--- config.mk ---
export PLATFORM = sky130hd
export DESIGN_NAME = muldiv_sequencer_flat
export DESIGN_NICKNAME = d
export VERILOG_FILES = /design/src/rtl/muldiv_sequencer_pkg.sv /design/src/rtl/muldiv_sequencer_if.sv /design/src/rtl/muldiv_sequencer_step.sv /design/src/rtl/muldiv_sequencer.sv /design/src/flat_wrapper.sv
export SDC_FILE = /design/constraint.sdc
export NUM_CORES = 1
export LEC_CHECK = 0
export CORE_ASPECT_RATIO = 0.5
export CORE_MARGIN = 2
export CORE_UTILIZATION = 53
export CTS_CLUSTER_DIAMETER = 150
export DETAILED_ROUTE_END_ITERATION = 7
export GPL_TIMING_DRIVEN = 0
export PLACE_DENSITY_LB_ADDON = 0.08
export SLEW_MARGIN = 20
export SYNTH_ARGS = -nofsm -noshare
export SYNTH_HDL_FRONTEND = slang
export SYNTH_HIERARCHICAL = 1
export SYNTH_SLANG_ARGS = --single-unit
--- constraint.sdc ---
create_clock -name clock_i -period 3.6 [get_ports clock_i]
set_clock_uncertainty 0.05 [all_clocks]
set_input_delay 0.72 -clock clock_i [delete_from_list [all_inputs] [get_ports clock_i]]
set_output_delay 0.72 -clock clock_i [all_outputs]
set_load 0.03 [all_outputs]
--- src/rtl/muldiv_sequencer_pkg.sv ---
// Shared encodings for the HI/LO multi-cycle unit: op codes, FSM states,
// iteration count, step modes and small op-decode helpers.
package muldiv_sequencer_pkg;

   localparam int MD_ITERS = 32;

   typedef logic [1:0] md_op_t;

   localparam md_op_t MD_DIV   = 2'b00;
   localparam md_op_t MD_DIVU  = 2'b01;
   localparam md_op_t MD_MULT  = 2'b10;
   localparam md_op_t MD_MULTU = 2'b11;

   localparam logic [1:0] S_IDLE  = 2'b00;
   localparam logic [1:0] S_PREP  = 2'b01;
   localparam logic [1:0] S_ITER  = 2'b10;
   localparam logic [1:0] S_FIXUP = 2'b11;

   typedef enum logic [0:0] {
      STEP_DIV  = 1'b0,
      STEP_MULT = 1'b1
   } step_mode_e;

   function automatic logic md_is_div(input md_op_t op);
      return (op == MD_DIV) || (op == MD_DIVU);
   endfunction

   function automatic logic md_is_signed(input md_op_t op);
      return (op == MD_DIV) || (op == MD_MULT);
   endfunction

endpackage

--- src/rtl/muldiv_sequencer_if.sv ---
// Execute-to-HI/LO-unit request/response bundle. Operand and result vectors
// are MSB-first ([0:WIDTH-1]); Execute is the master, the sequencer the slave.
interface muldiv_sequencer_if
   import muldiv_sequencer_pkg::*;
#(
   parameter int WIDTH = MD_ITERS
);
   logic             start;
   md_op_t           op;
   logic [0:WIDTH-1] opa;
   logic [0:WIDTH-1] opb;
   logic             mf_req;
   logic             busy;
   logic             stall;
   logic             done;
   logic             div_zero;
   logic [0:WIDTH-1] hi;
   logic [0:WIDTH-1] lo;

   modport master (
      output start, op, opa, opb, mf_req,
      input  busy, stall, done, div_zero, hi, lo
   );

   modport slave (
      input  start, op, opa, opb, mf_req,
      output busy, stall, done, div_zero, hi, lo
   );

endinterface

--- src/rtl/muldiv_sequencer_step.sv ---
// Single combinational iteration: restoring-divide step, plus an LSB-first
// shift-add step when MULDIV_MULT_EN is defined.
module muldiv_sequencer_step
   import muldiv_sequencer_pkg::*;
#(
   parameter int WIDTH = MD_ITERS
)(
   input  logic [0:WIDTH-1] acc_i,
   input  logic             shq_msb_i,
`ifdef MULDIV_MULT_EN
   input  logic             shq_lsb_i,
   input  step_mode_e       mode_i,
`endif
   input  logic [0:WIDTH-1] m_i,
   output logic [0:WIDTH-1] acc_o,
   output logic             qbit_o
);

   logic [0:WIDTH] sh_s;
   logic [0:WIDTH] diff_s;

   assign sh_s   = {acc_i, shq_msb_i};
   assign diff_s = sh_s - {1'b0, m_i};

`ifdef MULDIV_MULT_EN
   logic [0:WIDTH] sum_s;

   // For multiply, qbit_o is the sum bit that shifts into the product's low word.
   assign sum_s = {1'b0, acc_i} + (shq_lsb_i ? {1'b0, m_i} : {(WIDTH + 1){1'b0}});
`endif

   // Select restore/subtract (divide) or add/shift (multiply) result.
   always_comb begin
      acc_o  = sh_s[1:WIDTH];
      qbit_o = 1'b0;
`ifdef MULDIV_MULT_EN
      if (mode_i == STEP_MULT) begin
         acc_o  = sum_s[0:WIDTH-1];
         qbit_o = sum_s[WIDTH];
      end else if (!diff_s[0]) begin
         acc_o  = diff_s[1:WIDTH];
         qbit_o = 1'b1;
      end else begin
         acc_o  = sh_s[1:WIDTH];
         qbit_o = 1'b0;
      end
`else
      if (!diff_s[0]) begin
         acc_o  = diff_s[1:WIDTH];
         qbit_o = 1'b1;
      end else begin
         acc_o  = sh_s[1:WIDTH];
         qbit_o = 1'b0;
      end
`endif
   end

endmodule

--- src/rtl/muldiv_sequencer.sv ---
// Multi-cycle HI/LO unit beside Execute: iterative DIV/DIVU and, with
// MULDIV_MULT_EN defined, MULT/MULTU; owns HI/LO and raises pipeline stall.
module muldiv_sequencer
   import muldiv_sequencer_pkg::*;
#(
   parameter int WIDTH = MD_ITERS,
   parameter int CNT_W = 6
)(
   input  logic              clock_i,
   input  logic              reset_i,
   muldiv_sequencer_if.slave md
);

   logic [1:0]       state_q, state_d;
   md_op_t           op_q, op_d;
   logic [0:WIDTH-1] opa_q, opa_d;
   logic [0:WIDTH-1] opb_q, opb_d;
   logic [0:WIDTH-1] acc_q, acc_d;
   logic [0:WIDTH-1] shq_q, shq_d;
   logic [0:WIDTH-1] m_q, m_d;
   logic [CNT_W-1:0] cnt_q, cnt_d;
   logic             neg_lo_q, neg_lo_d;
   logic             neg_hi_q, neg_hi_d;
   logic [0:WIDTH-1] hi_q, hi_d;
   logic [0:WIDTH-1] lo_q, lo_d;
   logic             done_q, done_d;
   logic             dz_q, dz_d;
   logic [0:WIDTH-1] step_acc_s;
   logic             qbit_s;
   logic             busy_s;

`ifdef MULDIV_MULT_EN
   step_mode_e         mode_s;
   logic [0:2*WIDTH-1] prod_s;
   logic [0:2*WIDTH-1] prod_neg_s;

   assign mode_s     = md_is_div(op_q) ? STEP_DIV : STEP_MULT;
   assign prod_s     = {acc_q, shq_q};
   assign prod_neg_s = -prod_s;
`endif

   muldiv_sequencer_step #(.WIDTH(WIDTH)) u_step (
      .acc_i     (acc_q),
      .shq_msb_i (shq_q[0]),
`ifdef MULDIV_MULT_EN
      .shq_lsb_i (shq_q[WIDTH-1]),
      .mode_i    (mode_s),
`endif
      .m_i       (m_q),
      .acc_o     (step_acc_s),
      .qbit_o    (qbit_s)
   );

   assign busy_s      = (state_q != S_IDLE);
   assign md.busy     = busy_s;
   assign md.stall    = busy_s & (md.start | md.mf_req);
   assign md.done     = done_q;
   assign md.div_zero = dz_q;
   assign md.hi       = hi_q;
   assign md.lo       = lo_q;

   // Next-state and datapath sequencing for the HI/LO FSM.
   always_comb begin
      state_d  = state_q;
      op_d     = op_q;
      opa_d    = opa_q;
      opb_d    = opb_q;
      acc_d    = acc_q;
      shq_d    = shq_q;
      m_d      = m_q;
      cnt_d    = cnt_q;
      neg_lo_d = neg_lo_q;
      neg_hi_d = neg_hi_q;
      hi_d     = hi_q;
      lo_d     = lo_q;
      done_d   = 1'b0;
      dz_d     = 1'b0;
      case (state_q)
         S_IDLE: begin
            if (md.start) begin
               op_d  = md.op;
               opa_d = md.opa;
               opb_d = md.opb;
`ifdef MULDIV_MULT_EN
               state_d = S_PREP;
`else
               state_d = md_is_div(md.op) ? S_PREP : S_FIXUP;
`endif
            end else begin
               state_d = S_IDLE;
            end
         end
         S_PREP: begin
            acc_d    = {WIDTH{1'b0}};
            shq_d    = (md_is_signed(op_q) && opa_q[0]) ? -opa_q : opa_q;
            m_d      = (md_is_signed(op_q) && opb_q[0]) ? -opb_q : opb_q;
            neg_lo_d = md_is_signed(op_q) & (opa_q[0] ^ opb_q[0]);
            neg_hi_d = md_is_signed(op_q) & opa_q[0];
            cnt_d    = CNT_W'(WIDTH);
            if (md_is_div(op_q) && (opb_q == {WIDTH{1'b0}})) begin
               state_d = S_FIXUP;
            end else begin
               state_d = S_ITER;
            end
         end
         S_ITER: begin
            acc_d = step_acc_s;
`ifdef MULDIV_MULT_EN
            if (mode_s == STEP_MULT) begin
               shq_d = {qbit_s, shq_q[0:WIDTH-2]};
            end else begin
               shq_d = {shq_q[1:WIDTH-1], qbit_s};
            end
`else
            shq_d = {shq_q[1:WIDTH-1], qbit_s};
`endif
            cnt_d = cnt_q - CNT_W'(1);
            if (cnt_q == CNT_W'(1)) begin
               state_d = S_FIXUP;
            end else begin
               state_d = S_ITER;
            end
         end
         S_FIXUP: begin
            state_d = S_IDLE;
            done_d  = 1'b1;
            if (md_is_div(op_q)) begin
               // Divide by zero returns all-ones quotient and the raw dividend.
               if (opb_q == {WIDTH{1'b0}}) begin
                  lo_d = {WIDTH{1'b1}};
                  hi_d = opa_q;
                  dz_d = 1'b1;
               end else begin
                  lo_d = neg_lo_q ? -shq_q : shq_q;
                  hi_d = neg_hi_q ? -acc_q : acc_q;
               end
            end else begin
`ifdef MULDIV_MULT_EN
               {hi_d, lo_d} = neg_lo_q ? prod_neg_s : prod_s;
`else
               hi_d = hi_q;
               lo_d = lo_q;
`endif
            end
         end
         default: begin
            state_d = S_IDLE;
         end
      endcase
   end

   // State registers with synchronous active-high reset.
   always_ff @(posedge clock_i) begin
      if (reset_i) begin
         state_q  <= S_IDLE;
         op_q     <= MD_DIV;
         opa_q    <= {WIDTH{1'b0}};
         opb_q    <= {WIDTH{1'b0}};
         acc_q    <= {WIDTH{1'b0}};
         shq_q    <= {WIDTH{1'b0}};
         m_q      <= {WIDTH{1'b0}};
         cnt_q    <= {CNT_W{1'b0}};
         neg_lo_q <= 1'b0;
         neg_hi_q <= 1'b0;
         hi_q     <= {WIDTH{1'b0}};
         lo_q     <= {WIDTH{1'b0}};
         done_q   <= 1'b0;
         dz_q     <= 1'b0;
      end else begin
         state_q  <= state_d;
         op_q     <= op_d;
         opa_q    <= opa_d;
         opb_q    <= opb_d;
         acc_q    <= acc_d;
         shq_q    <= shq_d;
         m_q      <= m_d;
         cnt_q    <= cnt_d;
         neg_lo_q <= neg_lo_d;
         neg_hi_q <= neg_hi_d;
         hi_q     <= hi_d;
         lo_q     <= lo_d;
         done_q   <= done_d;
         dz_q     <= dz_d;
      end
   end

endmodule

--- src/flat_wrapper.sv ---
// flat-port wrapper written by rule: the top's interface ports become plain ports
module muldiv_sequencer_flat import muldiv_sequencer_pkg::*;
#(
   parameter int WIDTH = MD_ITERS,
   parameter int CNT_W = 6
)
  (clock_i, reset_i, md_start, md_op, md_opa, md_opb, md_mf_req, md_busy, md_stall, md_done, md_div_zero, md_hi, md_lo);
  muldiv_sequencer_if #(.WIDTH(WIDTH)) md_i ();
  input  logic clock_i;
  input  logic reset_i;
  input wire logic [$bits(md_i.start)-1:0] md_start;
  input wire logic [$bits(md_i.op)-1:0] md_op;
  input wire logic [$bits(md_i.opa)-1:0] md_opa;
  input wire logic [$bits(md_i.opb)-1:0] md_opb;
  input wire logic [$bits(md_i.mf_req)-1:0] md_mf_req;
  output wire logic [$bits(md_i.busy)-1:0] md_busy;
  output wire logic [$bits(md_i.stall)-1:0] md_stall;
  output wire logic [$bits(md_i.done)-1:0] md_done;
  output wire logic [$bits(md_i.div_zero)-1:0] md_div_zero;
  output wire logic [$bits(md_i.hi)-1:0] md_hi;
  output wire logic [$bits(md_i.lo)-1:0] md_lo;
  assign md_i.start = md_start;
  assign md_i.op = md_op;
  assign md_i.opa = md_opa;
  assign md_i.opb = md_opb;
  assign md_i.mf_req = md_mf_req;
  assign md_busy = md_i.busy;
  assign md_stall = md_i.stall;
  assign md_done = md_i.done;
  assign md_div_zero = md_i.div_zero;
  assign md_hi = md_i.hi;
  assign md_lo = md_i.lo;
  muldiv_sequencer #(.WIDTH(WIDTH), .CNT_W(CNT_W)) u_core (.clock_i(clock_i), .reset_i(reset_i), .md(md_i));
endmodule
==> Word level (Yosys, flattened, before mapping) <==
Cells that the tools add are included.
Widths: inputs -> output; s select.
{ "totals": {"elab_cells": 67, "inputBits": 70, "ff_bits": 238, "output_inout_bits": 68} }
{ "op_classes": {"muxes": 18, "n_bitwise": 7, "n_addsub": 6, "reduce_logical": 15, "eq_ne": 7} }
{ "ops": {"columns": ["op", "count"], "rows": [
  ["$mux 32", 7],
  ["$neg 32->32", 4],
  ["$pmux 32 s2", 2],
  ["$sub 33x32->33", 1],
  ["$logic_not 32->1", 1],
  ["$pmux 6 s2", 1],
  ["$pmux 2 s4", 1],
  ["$eq 2x1->1 const B", 3],
  ["$eq 2x2->1 const B", 3],
  ["$eq 6x1->1 const B", 1],
  ["$logic_not 2->1", 3],
  ["$sub 6x1->6 const B", 1],
  ["$mux 1", 5],
  ["$mux 2", 2],
  ["$reduce_and 2->1", 2],
  ["$reduce_bool 2->1", 2],
  ["$and 1x1->1", 3],
  ["$logic_and 1x1->1", 3],
  ["$logic_or 1x1->1", 3],
  ["$reduce_or 3->1", 1],
  ["$not 1->1", 2],
  ["$or 1x1->1", 1],
  ["$xor 1x1->1", 1]
]} }

==> Depth between registers and ports, before layout <==
Gate-level depths: netlist of run 1.
{ "logic_depth": {"word_depth": 5, "ltp_mapped": 17, "mapped_depth_nobuf": 15} }

==> Hierarchy <==
Netlist of run 1, hierarchy kept.
{ "modules_own_cells": {"columns": ["mod", "cells_each", "area_each_um2", "instances", "seq_area_each_um2"], "rows": [
  ["muldiv_sequencer", 1422, 11583.6, 1, 4764.6],
  ["muldiv_sequencer_step", 305, 2358.5, 1, 0.0]
]} }

==> Worst setup path after synthesis of run 1 <==
OpenSTA, ideal clock, no wires.
{ "synth_path": {"kind": "register to register", "from": "register u_core/shq_q[0] in the netlist's numbering", "to": "register u_core/acc_q[18] in the netlist's numbering", "path_buffers": 2, "period_less_slack_ps": 3464, "arrival_ps": 3287, "path_slack_ps": 136, "setup_ps": 128, "path_stages_with_launch": 18, "t_required_ps": 3422, "path_cell_list": "dfxtp_1 -> inv_1 -> ha_1 -> fa_1 -> and2b_1 -> o2111ai_2 -> a21oi_2 -> o2111ai_1 -> a211oi_2 -> nor2_4 -> mux2i_4 -> and2_4 -> buf_12 -> inv_8 -> buf_12 -> mux2_4 -> a21oi_1 -> nor2_1"} }
{ "synth_between": {"elab_chain_len": 3} }
{ "synth_lines": {"columns": ["element", "line", "text"], "rows": [
  ["start: declaration", "muldiv_sequencer.sv:19", "logic [0:WIDTH-1] shq_q, shq_d;"],
  ["start signal: assignment", "muldiv_sequencer.sv:160", "shq_q <= {WIDTH{1'b0}};"],
  ["start signal: assignment", "muldiv_sequencer.sv:175", "shq_q <= shq_d;"],
  ["$sub 33x32->33", "muldiv_sequencer_step.sv:23", "assign diff_s = sh_s - {1'b0, m_i};"],
  ["$mux 32", "muldiv_sequencer_step.sv:48", "if (!diff_s[0]) begin"],
  ["net u_core.step_acc_s (one bit)", "muldiv_sequencer.sv:28", "logic [0:WIDTH-1] step_acc_s;"],
  ["$pmux 32 s2", "muldiv_sequencer.sv:78", "case (state_q)"],
  ["end signal: assignment", "muldiv_sequencer.sv:159", "acc_q <= {WIDTH{1'b0}};"],
  ["end: declaration", "muldiv_sequencer.sv:18", "logic [0:WIDTH-1] acc_q, acc_d;"]
]} }
The timed path passes the listed nets, and every way through them passes these cells.
A chain may end at the register's enable or synchronous reset.

==> Worst setup path in the final report of run 1 <==
{ "layout_path": {"from": "register u_core/shq_q[0] in the netlist's numbering", "to": "register u_core/acc_q[3] in the netlist's numbering"} }
Same word-level chain as after synthesis.

==> summary.txt, run 1 <==
Timing
  • Period utilisation layout: 1.007
  • F_max: 0.2759 GHz
  • Final setup fails: 7
  • Fin crit period: 3.624 ns
  • Final Hold Viols: 0
  • RSZ-0062 raised after global routing: yes
  • Setup TNS: -0.08342 ns
  • Final Max Tran Viols: 0
  • Worst Tran Pin Value: 0.9991 ns
  • Post-layout worst setup margin: -0.02441 ns
  • Slew Limit Headroom: 0.3339

Setup path
  • Critical-path top delay cell: dfxtp_4
  • WS Path Type: reg -> reg
  • Worst Path Max Fanout: 8
  • R2R setup slack: -0.02 ns
  • R2r endpoint: u_core/acc_q[3]
  • Critical path launch point type: register
  • Worst Path Required: 3.93 ns
  • Crit-path leading delay family: compound AO/OA/AOI/OAI gates
  • Peak per-stage delay on the critical path: 0.42 ns
  • Element type at the critical path end: register
  • Worst-path cell chain: inv_4, ha_4, fa_2, and2b_1, o2111ai_2, a21oi_2, o2111ai_2, a211oi_2, nor2_4, mux2i_4, and2_4, clkinv_8, buf_12, mux2_4, a21oi_2, nor2_1
  • Critical R2R Launch: u_core/shq_q[0]
  • WP buf/inv: 3
  • Worst R2R Path Depth: 16
  • Critical Path AT: 3.95 ns

Drt
  • DRC viols: 0
  • DR vias: 13,240
  • Total Wirelength: 44,020 um
  • Number of DRC markers in iteration 0: 1,301
  • Pre-antenna DRT Iters: 7
  • Routed length per instance: 19.49 um
  • Post-route ant nets: 0
  • Vias per Instance: 5.863

Layout
  • Fill count: 2,286
  • Antenna diodes: 0
  • FF+latch area: 0.004773 sq mm
  • Area of the multi-input gates: 0.008491 sq mm
  • Post-Layout Inst Area: 0.01667 sq mm
  • Synth-to-layout area growth: 19.57%
  • Fin cells: 2,258
  • Final Util: 0.6539
  • Layout cells sized above 1: 0.07785
  • Nets: 2,011

Power and ir drop
  • Sw frac: 0.3459
  • Seq pwr share: 0.391
  • Pleak: 0.006123 uW
  • Internal power: 5058 uW
  • VDD IR max: 0.0003410 V
  • Power per Cell Area: 463.8 mW/mm^2
  • Clk pwr share: 0.313
  • Psw: 2674 uW
  • Share of power burned in combinational logic: 0.295

CTS
  • CTS Buf Count: 23
  • Clock Sinks: 238
  • Root Buffer: clkbuf_16
  • Max Buffers Root-to-Sink: 3
  • Clk pin slew, worst setup/hold paths: 0.07 ns
  • H-tree levels: 1
  • CTS tree: yes
  • Hold Buf Count CTS: 0
  • Later-pin clock latency in the skew report: 0.55 ns

Logic synthesis
  • Async set-reset flop share out of synthesis: 0
  • Seq/Total Area, Yosys: 0.3417
  • Post-synthesis register bit count: 238
  • YS warnings: 6
  • Post-synth top flop: dfxtp_1
  • Cell variety after synth: 93
  • Post-synth EDFFs: 0
  • Syn avg cell area: 8.073 sq um
  • Syn Inst Count: 1,727
  • Syn_nets: 1,841
  • Mapped Area: 0.01394 sq mm

Global routing
  • Largest net degree at the start of global routing: 15
  • Vias in the first global route: 12,420
  • Initial antenna violation count: 2
  • First-pass GRT wire length: 67,470 um
  • Total Routing Usage GR: 0.3096
  • Grt ovf: 0

Floorplanning
  • Total Die Area: 0.02770 sq mm
  • Die height: 118.7 um
  • IO Count: 138
  • Floorplan row count: 41
  • Core Box Area: 0.02550 sq mm
  • Initial Utilization: 0.5468
  • Die X: 233.4 um

Job
  • Total of max-cap violations: 0

Worst hold path
  • Hold path endpoint: u_core/m_q[5]
  • HP Start: u_core/m_q[5]
  • Class of the worst hold path: reg -> reg
  • Hold depth: 2

Status
  • Status: finished with violations
  • Violated checks: negative setup slack

Placed design
  • Post-DP Area: 0.01573 sq mm
  • Placed cells: 2,207
  • GP Congestion: 0.9491
  • HPWL after DPL: 34,220 um
  • Port bufs: 136
  • Pre-CTS setup slack: -0.5788 ns
how the worst max path moves through the flow:
stage                     from          endpoint  slack, ns  cells after the start
2_1_floorplan  u_core/shq_q[0]  u_core/acc_q[18]       0.14                     17
6_report       u_core/shq_q[0]   u_core/acc_q[3]      -0.02                     16
4_1_cts        u_core/shq_q[0]   u_core/acc_q[3]      0.007                     17
3_3_place_gp   u_core/shq_q[0]   u_core/acc_q[3]      -0.54                     17
5_1_grt        u_core/shq_q[0]   u_core/acc_q[3]      -0.12                     16
3_5_place_dp   u_core/shq_q[0]   u_core/acc_q[3]      -0.58                     17
power by group through the flow:
stage	Sequential, uW	Clock [uW]	Combinational [uW]
5_1_grt	3050	2560	2480
6_report	3030	2420	2280
2_1_floorplan	3040	0	1560
4_1_cts	3020	2450	2210
3_5_place_dp	3070	0	2170
3_3_place_gp	3060	0	2130
cell type report:
type | count | share of cell area
inverter | 63 | 0.01509
timing repair buffer | 146 | 0.08871
multi-input combinational | 1313 | 0.5093
clock buffer | 34 | 0.03940
buffer | 112 | 0.03085
sequential | 238 | 0.2863
clock inverter | 8 | 0.004503
tap | 344 | 0.02582
synthesized netlist by cell type, drive strengths merged (18+ instances only):
| library cell | instances | share of area |
|---|---|---|
| dfxtp | 238 | 0.34 |
| nand2 | 214 | 0.058 |
| nor2 | 163 | 0.045 |
| a21oi | 151 | 0.055 |
| o21ai | 99 | 0.036 |
| clkbuf | 89 | 0.024 |
| xor2 | 86 | 0.054 |
| inv | 63 | 0.017 |
| a211oi | 58 | 0.032 |
| xnor2 | 53 | 0.033 |
| nor2b | 52 | 0.023 |
| ha | 43 | 0.039 |
| o31ai | 32 | 0.019 |
| nand2b | 26 | 0.012 |
| a31oi | 25 | 0.011 |
| mux2 | 23 | 0.024 |
| nand3 | 23 | 0.0083 |
| buf | 22 | 0.013 |
| o41ai | 22 | 0.017 |
| nor3 | 21 | 0.0087 |
| a21o | 20 | 0.011 |
| nor4 | 19 | 0.012 |
| mux2i | 18 | 0.014 |
| o22ai | 18 | 0.0081 |
worst min-delay path, stage by stage (launching register included):
cell and delay [ns]:
dfxtp_1 0.33, nand2_1 0.05, o21ai_0 0.06
sequential cells by signal, summed over array words and instances, names as in the netlist, 2 cells and up:
signal	cells
u_core/acc_q	32
u_core/cnt_q	6
u_core/m_q	32
u_core/md.hi	32
u_core/md.lo	32
u_core/op_q	2
u_core/opa_q	32
u_core/opb_q	32
u_core/shq_q	32
u_core/state_q	2
kinds of logic after synthesis:
kind of cell    share of synthesized area
simple gates                       0.2082
compound gates                     0.2294
flops                              0.3417
buf+inv                           0.05582
xor+xnor                          0.08732
fa+ha+maj                         0.04003
mux                               0.03751
stage by stage:
step,hold slack (ns),total power (uW)
after detailed placement,0.4028,5249
after global placement,0.3947,5195
final,0.4114,7732
after global routing,0.4389,8084
after CTS,0.4142,7671
after floorplan,0.3750,4597
placed cells by master, fill, tap and decap left out, drive strengths merged, types with 7 or more instances in the layout:
cell,Yosys,routed
o21ai,99,99
nand2,214,214
a21o,20,20
a21oi,151,151
mux2i,18,18
clkbuf,89,125
a22oi,7,7
inv,63,63
a211oi,58,58
mux2,23,23
ha,43,43
o211ai,8,8
nand4,8,8
nand3,23,23
o22ai,18,18
buf,22,29
o41ai,22,22
o31ai,32,32
a311oi,9,9
nor2b,52,52
nor2,163,163
o21a,7,7
nand2b,26,26
or4,11,11
nor4,19,19
dfxtp,238,238
and3,7,7
or3,17,17
clkdlybuf4s50,1,137
xnor2,53,53
nor3,21,21
a31oi,25,25
xor2,86,86
metal layers:
layer	vias up	routed length (um)	part of all wire	track usage
li1	6458	-	-	-
met1	6176	19630	0.45	0.4203
met2	513	19610	0.45	0.4885
met3	92	3322	0.075	0.06105
met4	0	1453	0.033	0.1104
met5	-	0	0	0
what timing repair did:
action,4_1_cts,5_1_grt
cloned,0,2
endpoints found under the hold margin,0,0
pin swaps,4,10
buffers inserted,4,4
endpoints found under the setup margin,33,22
resized for setup,7,26
(Power assumes the default switching activity.)
==> run 2, diff against run 1 <==
--- a/config.mk
+++ b/config.mk
@@ -12,7 +12,7 @@
 export DETAILED_ROUTE_END_ITERATION = 7
 export GPL_TIMING_DRIVEN = 0
 export PLACE_DENSITY_LB_ADDON = 0.08
-export SLEW_MARGIN = 20
+export SLEW_MARGIN = 15
 export SYNTH_ARGS = -nofsm -noshare
 export SYNTH_HDL_FRONTEND = slang
 export SYNTH_HIERARCHICAL = 1
==> results of run 2 <==
The final DEF is identical to that of run 1; final timing and power are the same.
==> run 3, diff against run 2 <==
--- a/config.mk
+++ b/config.mk
@@ -6,7 +6,7 @@
 export NUM_CORES = 1
 export LEC_CHECK = 0
 export CORE_ASPECT_RATIO = 0.5
-export CORE_MARGIN = 2
+export CORE_MARGIN = 4
 export CORE_UTILIZATION = 53
 export CTS_CLUSTER_DIAMETER = 150
 export DETAILED_ROUTE_END_ITERATION = 7
==> summary.txt, run 3 (synthesis gave the netlist of run 1 again) <==
Status
  • Status: complete, no violations

Floorplanning
  • Total Die Area: 0.02912 sq mm (+5.1%)
  • Die X: 237.4 um (+1.7%)
  • Core Box Area: 0.02555 sq mm (+0.20%)
  • IO Count: 138 (unchanged)
  • Floorplan row count: 41 (unchanged)
  • Initial Utilization: 0.5457 (-0.001098)
  • Die height: 122.7 um (+3.4%)

Power and ir drop
  • Share of power burned in combinational logic: 0.293 (-0.002)
  • Clk pwr share: 0.315 (+0.002)
  • Psw: 2666 uW (-0.33%)
  • Seq pwr share: 0.392 (about the same)
  • VDD IR max: 0.0003512 V (+3.0%)
  • Power per Cell Area: 463.3 mW/mm^2 (-0.10%)
  • Pleak: 0.006142 uW (+0.32%)
  • Sw frac: 0.3450 (-0.0008441)
  • Internal power: 5060 uW (about the same)

CTS
  • CTS Buf Count: 24 (+4.3%)
  • Max Buffers Root-to-Sink: 3 (unchanged)
  • Clock Sinks: 238 (unchanged)
  • Later-pin clock latency in the skew report: 0.55 ns (about the same)
  • CTS tree: yes
  • Clk pin slew, worst setup/hold paths: 0.06 ns (about the same)
  • H-tree levels: 1 (unchanged)
  • Root Buffer: clkbuf_16

Timing
  • Post-layout worst setup margin: 0.09733 ns (+0.1217 ns)
  • Slew Limit Headroom: 0.3224 (-0.01151)
  • Fin crit period: 3.503 ns (-0.1217 ns)
  • Final Hold Viols: 0 (unchanged)
  • Setup TNS: 0 ns (+0.08342 ns)
  • RSZ-0062 raised after global routing: yes
  • F_max: 0.2855 GHz (+3.5%)
  • Worst Tran Pin Value: 1.016 ns (+0.01727 ns)
  • Final setup fails: 0 (-7)
  • Final Max Tran Viols: 0 (unchanged)
  • Period utilisation layout: 0.9730 (-0.03382)

Worst hold path
  • Class of the worst hold path: reg -> reg
  • Hold path endpoint: u_core/m_q[11]
  • HP Start: u_core/m_q[11]
  • Hold depth: 2 (unchanged)

Global routing
  • Initial antenna violation count: 0 (-2)
  • Grt ovf: 0 (unchanged)
  • First-pass GRT wire length: 67,420 um (about the same)
  • Largest net degree at the start of global routing: 15 (unchanged)
  • Vias in the first global route: 12,600 (+1.4%)
  • Total Routing Usage GR: 0.2872 (-0.02245)

Placed design
  • Port bufs: 136 (unchanged)
  • Pre-CTS setup slack: -0.6179 ns (-0.03915 ns)
  • Post-DP Area: 0.01573 sq mm (unchanged)
  • HPWL after DPL: 33,440 um (-2.3%)
  • Placed cells: 2,207 (unchanged)
  • GP Congestion: 1.021 (+7.6%)

Setup path
  • Critical R2R Launch: u_core/acc_q[16]
  • Element type at the critical path end: register
  • Worst R2R Path Depth: 15 (-1)
  • Worst Path Required: 3.97 ns (+0.04 ns)
  • Critical path launch point type: register
  • R2R setup slack: 0.1 ns (+0.12 ns)
  • WS Path Type: reg -> reg
  • Worst Path Max Fanout: 8 (unchanged)
  • Critical Path AT: 3.87 ns (-0.08 ns)
  • R2r endpoint: u_core/acc_q[8]

Job
  • Total of max-cap violations: 0 (unchanged)

Drt
  • Vias per Instance: 5.864 (about the same)
  • Pre-antenna DRT Iters: 5 (-2)
  • Total Wirelength: 43,410 um (-1.4%)
  • Number of DRC markers in iteration 0: 1,190 (-8.5%)
  • DR vias: 13,260 (+0.15%)
  • DRC viols: 0 (unchanged)
  • Routed length per instance: 19.20 um (-1.5%)
  • Post-route ant nets: 0 (unchanged)

Layout
  • Nets: 2,014 (+0.15%)
  • Layout cells sized above 1: 0.07564 (-0.002208)
  • Fill count: 2,198 (-3.8%)
  • Final Util: 0.6527 (-0.001166)
  • Most frequent cells in the layout: dfxtp_1 (231), nand2_1 (214), nor2_1 (161), a21oi_1 (140), clkdlybuf4s50_1 (136)
  • Commonest non-fill, non-tap cell in the layout: dfxtp_1
  • Fin cells: 2,261 (+0.13%)
  • Synth-to-layout area growth: 19.60% (about the same)
  • Post-Layout Inst Area: 0.01667 sq mm (about the same)
  • Antenna diodes: 0 (unchanged)
run 3: worst max-delay path by stage:
stage	startpoint	depth (start not counted)	end	slack (ns)
floorplan	u_core/shq_q[0]	17	u_core/acc_q[18]	0.14
global placement	u_core/shq_q[0]	17	u_core/acc_q[1]	-0.55
detailed placement	u_core/shq_q[0]	17	u_core/acc_q[3]	-0.62
CTS	u_core/shq_q[0]	17	u_core/acc_q[1]	0.02
global route	u_core/shq_q[0]	17	u_core/acc_q[1]	-0.03
finish	u_core/acc_q[16]	15	u_core/acc_q[8]	0.1
run 3: power by group through the flow:
| stage | clock (uW) | combinational [uW] | sequential (uW) |
|---|---|---|---|
| floorplan | 0 | 1560 | 3040 |
| global placement | 0 | 2100 | 3060 |
| detailed placement | 0 | 2150 | 3080 |
| CTS | 2460 | 2190 | 3020 |
| global route | 2570 | 2460 | 3050 |
| finish | 2430 | 2270 | 3030 |
run 3: layout make-up:
cell class,count,area (sq um),area share
timing repair buffer,147,1479,0.08869
multi-input combinational,1313,8454,0.5070
buffer,113,534.3,0.03204
sequential,238,4776,0.2864
tap,344,430.4,0.02581
inverter,63,249.0,0.01493
clock buffer,36,695.7,0.04172
clock inverter,7,56.30,0.003377
run 3: worst max-delay path, cell delays in order (launching register included):
cell	delay [ns]
dfxtp_1	0.52
ha_1	0.38
and4_1	0.21
and3_1	0.20
a221o_1	0.31
a21oi_2	0.16
a211oi_2	0.11
nor2_4	0.14
mux2i_4	0.25
and2_4	0.18
buf_12	0.13
clkinv_8	0.08
clkbuf_16	0.17
mux2_4	0.29
a21oi_1	0.13
nor2_1	0.06
run 3: timing repair:
action / CTS / global route
setup endpoints to repair: 33 / 20
cloned: 0 / 2
hold buffers: 0 / 0
resized for setup: 5 / 19
setup buffers: 5 / 4
pin swaps: 4 / 1
run 3: through the flow:
step,hold slack [ns],total power (uW)
6_report,0.4018,7725
5_1_grt,0.4310,8073
4_1_cts,0.4070,7663
3_5_place_dp,0.3927,5227
3_3_place_gp,0.3910,5159
2_1_floorplan,0.3750,4597
run 3: layer usage:
metal,track usage,part of all wire,vias to the layer above
met3,0.04221,0.089,90
met2,0.4805,0.45,537
li1,-,-,6451
met1,0.3849,0.43,6181
met5,0,0,-
met4,0.09763,0.032,0
